--- src/rtl/somador_serial.sv ---
// somador_serial: bit-serial N-bit adder, one full-adder cell reused LSB-first over N cycles
module somador_serial #(
    parameter int N = 8
) (
    input  logic         clk,
    input  logic         rst,
    input  logic         start,
    input  logic [N-1:0] A,
    input  logic [N-1:0] B,
    input  logic         Cin,
    output logic [N-1:0] S,
    output logic         Cout,
    output logic         V,
    output logic         busy,
    output logic         done
);
    localparam int CW = $clog2(N) + 1;
    typedef enum logic [1:0] {IDLE, SHIFT, DONE} state_t;
    state_t state;
    logic [N-1:0] ra, rb, rr, rr_next;
    logic [CW-1:0] cnt;
    logic c, s_bit, c_next;
    assign s_bit   = ra[0] ^ rb[0] ^ c;
    assign c_next  = (ra[0] & rb[0]) | (c & (ra[0] ^ rb[0]));
    assign rr_next = {s_bit, rr[N-1:1]};
    always_ff @(posedge clk or posedge rst) begin
        if (rst) begin
            state <= IDLE;
            ra    <= '0;
            rb    <= '0;
            rr    <= '0;
            cnt   <= '0;
            c     <= 1'b0;
            S     <= '0;
            Cout  <= 1'b0;
            V     <= 1'b0;
            busy  <= 1'b0;
            done  <= 1'b0;
        end else begin
            case (state)
                IDLE: if (start) begin
                    ra    <= A;
                    rb    <= B;
                    c     <= Cin;
                    cnt   <= '0;
                    rr    <= '0;
                    busy  <= 1'b1;
                    state <= SHIFT;
                end
                SHIFT: begin
                    ra  <= ra >> 1;
                    rb  <= rb >> 1;
                    c   <= c_next;
                    rr  <= rr_next;
                    cnt <= cnt + CW'(1);
                    // c here is the carry into the MSB, so V = carry-in(MSB) ^ carry-out
                    if (cnt == CW'(N - 1)) begin
                        S     <= rr_next;
                        Cout  <= c_next;
                        V     <= c ^ c_next;
                        busy  <= 1'b0;
                        done  <= 1'b1;
                        state <= DONE;
                    end
                end
                DONE: begin
                    done  <= 1'b0;
                    state <= IDLE;
                end
                default: state <= IDLE;
            endcase
        end
    end
endmodule

--- config.mk ---
export PLATFORM = sky130hd
export DESIGN_NAME = somador_serial
export DESIGN_NICKNAME = d
export VERILOG_FILES = /design/src/rtl/somador_serial.sv
export SDC_FILE = /design/constraint.sdc
export NUM_CORES = 1
export LEC_CHECK = 0
export ABC_AREA = 1
export CAP_MARGIN = 20
export CORE_ASPECT_RATIO = 0.7
export CORE_MARGIN = 1.5
export CORE_UTILIZATION = 38
export DETAILED_ROUTE_END_ITERATION = 16
export GPL_ROUTABILITY_DRIVEN = 0
export SETUP_SLACK_MARGIN = 0.3
export SLEW_MARGIN = 20
export SYNTH_ARGS = -nofsm -noshare
export SYNTH_HDL_FRONTEND = slang
export SYNTH_SLANG_ARGS = --single-unit
--- constraint.sdc ---
create_clock -name clk -period 2.8 [get_ports clk]
set_input_delay 0.56 -clock clk [delete_from_list [all_inputs] [get_ports clk]]
set_output_delay 0.56 -clock clk [all_outputs]
set_load 0.02 [all_outputs]
==> flow_metrics.env <==
export IMPL_grt_first_pass_wirelength_um=6134
export IMPL_cts_root_buf="clkbuf_8"
export IMPL_startpoint_type="flop"
export IMPL_slowest_stage="clkdlybuf4s50_1"
export IMPL_final_util=0.5008
export IMPL_synth_top_area_share=0.5695
export IMPL_crit_cells=1
export IMPL_path_max_fanout=2
export IMPL_drive_above_1_share=0.1366
export IMPL_rrSetupSlack_ns=1.19
export IMPL_final_setup_tns_ns=0
export IMPL_path_buf_inv=1
export IMPL_io_pins=32
export IMPL_cts_made_buffers=5
export IMPL_htreeDepth=2
export IMPL_die_area_um2=5290
export IMPL_critical_path_max_stage_delay_ns=0.62
export IMPL_status="finished, final reports clean"
export IMPL_yosys_area_top_type="dfrtp_1"
export IMPL_power_total_w=0.002414
export IMPL_ys_flop_type="dfrtp_1"
export IMPL_p_per_area_nw_per_um2=1070
export IMPL_worstHoldStart="S[3]$_DFFE_PP0P_"
export IMPL_cts_max_path_buffers=2
export IMPL_die_h_um=61.31
export IMPL_vias=1385
export IMPL_skew_ns=0.005249
export IMPL_fin_ws_ns=0.9648
export IMPL_synth_most_common_cell="nand2_1"
export IMPL_area_delta_synth_final_pct=22.24
export IMPL_arrival_ns=1.28
export IMPL_cp_top_family="buffers and inverters"
export IMPL_cts_hold_buf=0
export IMPL_fmax_mhz=544.9
export IMPL_r2r_end="Cout$_DFFE_PP0P_"
export IMPL_min_to="S[3]$_DFFE_PP0P_"
export IMPL_crit_path_end_kind="primary output"
export IMPL_n_antenna_cell=0
export IMPL_rsz0062_at_grt="no"
export IMPL_reg2reg_depth=7
export IMPL_antenna_found_initial=0
export IMPL_cts_resized=0
export IMPL_synth_edf_count=0
export IMPL_ys_warn_count=0
export IMPL_required_ns=2.24
export IMPL_ir_drop_mv=0.3901
export IMPL_dieWidth_um=86.30
export IMPL_rows=20
export IMPL_synth_area_um2=1846
export IMPL_relSlewSlack=0.6459
export IMPL_ys_seq_elements=42
export IMPL_ys_seq_area_frac=0.5695
export IMPL_postCtsSetupBuffers=0
export IMPL_ys_top_cells_by_count="51 x nand2_1, 42 x dfrtp_1, 38 x nand3_1, 12 x inv_1, 9 x o21ai_2"
export IMPL_p_leak_nw=1.065
export IMPL_core_region_area_um2=4504
export IMPL_cts_sinks=42
export IMPL_maxSlewViolCount=0
export IMPL_finalHoldViolCount=0
export IMPL_track_usage=0.1550
export IMPL_period_needed_ns=1.835
export IMPL_setup_viol=0
export IMPL_maxCapViolCount=0
export IMPL_drtIter0Drc=78
export IMPL_worstMarginPinSlew_ns=0.5311
export IMPL_vias_per_cell=4.911
export IMPL_grt_max_degree=43
export IMPL_antenna_left=0
export IMPL_r2r_start="cnt[0]$_DFFE_PP0P_"
export IMPL_wirelength_um=3572
export IMPL_wire_per_inst_um=12.67
export IMPL_synthCells=195
export IMPL_drt_pass1_iterations=4
export IMPL_async_flop_share=1.000
export IMPL_initial_core_util=0.4097
export IMPL_syn_area_per_cell_um2=9.464
export IMPL_dp_hpwl_um=2319
export IMPL_grt_pass1_vias=1332
export IMPL_clk_pin_slew_ns=0.07
export IMPL_port_buffers=31
export IMPL_grt_overflow_total=0
export IMPL_period_share=0.6554
export IMPL_cts_tree="yes"
export IMPL_place_ws_ns=0.8805
export IMPL_syn_nets=217
export IMPL_hold_class="flop to flop"
export IMPL_crit_chain="clkdlybuf4s50_1"
export IMPL_path_class="flop to primary output"
export IMPL_yosys_top_cells_area="dfrtp_1 57%, nand2_1 10%, nand3_1 10%"
export IMPL_hold_path_depth=2
export IMPL_yosysUniqueCellTypes=19
export IMPL_nets=248
export IMPL_clock_latency_ns=0.29
export IMPL_drc=0
==> layer usage <==
layer / part of all wire / GRT usage / wire length, um
met1: 0.53 / 0.2330 / 1898
met2: 0.41 / 0.2182 / 1460
met3: 0.050 / 0.04290 / 178
met4: 0.0098 / 0.04839 / 35
met5: 0 / 0 / 0
==> area by class of cell <==
cell class	instances	area (um2)
clock buffers	7	86.33
repair buffers	34	332.8
multi-input cells	128	655.6
flip-flops and latches	42	1051
well taps	55	68.82
clock inverters	1	5.005
inverters	15	56.30
fillers	440	2248
==> worst max-delay path by stage <==
| stage | endpoint | startpoint | slack (ns) |
|---|---|---|---|
| final | busy | busy$_DFFE_PP0P_ | 0.96 |
| after global routing | Cout | Cout$_DFFE_PP0P_ | 0.91 |
| after CTS | busy | busy$_DFFE_PP0P_ | 0.95 |
| after detailed placement | cnt[2]$_DFFE_PP0P_ | start | 0.88 |
| after global placement | ra[2]$_DFFE_PP0P_ | start | 0.91 |
| after floorplan | Cout$_DFFE_PP0P_ | rst | 1.27 |
==> cells by family after synthesis <==
group	synth area share
adders and majority gates	0.01763
xor gates and xnor gates	0.004747
DFF	0.5695
buffers and inverters	0.07525
AOI/OAI and AO/OA	0.07728
and+or+nand+nor	0.2556
==> power by group <==
part | switching [W] | internal, W
Sequential | 0.000154 | 0.000864
Combinational | 0.000585 | 0.000410
Clock | 0.000201 | 0.000199
Total | 0.000941 | 0.00147
==> worst register-to-register path, delay by kind of cell (launching register included) <==
kind | cells | cell delay [ns]
AND/OR/NAND/NOR | 5 | 0.66
buffers and inverters | 1 | 0.17
flip-flops | 1 | 0.43
adder cells (fa/ha/maj) | 1 | 0.26
==> sequential cells by signal (all words and copies together), names as in the netlist, 2 cells and up <==
name	cells
S	8
ra	8
rb	8
rr	7
cnt	4
state	2
==> through the flow <==
step | instance area [um2] | hold WS (ns) | std cells
floorplan | 1846 | 0.4658 | 195
global placement | 2165 | 0.4645 | 274
detailed placement | 2165 | 0.4717 | 274
CTS | 2256 | 0.4897 | 282
global route | 2256 | 0.5093 | 282
finish | 2256 | 0.4831 | 282
==> cells in the final DEF (no fill, tap or decap) <==
cell,synthesis,layout
a21oi_1,1,1
buf_4,3,3
clkbuf_1,0,1
clkbuf_8,0,6
clkdlybuf4s50_1,0,31
clkinv_2,0,1
dfrtp_1,42,42
fa_1,1,1
ha_1,1,1
inv_1,12,12
inv_2,3,3
nand2_1,51,51
nand2_2,8,8
nand3_1,38,38
nand4_1,1,1
nor2_1,6,6
nor2_4,1,1
o21ai_0,3,3
o21ai_2,9,9
o22ai_1,7,7
xnor2_1,1,1
(Power assumes the default switching activity.)
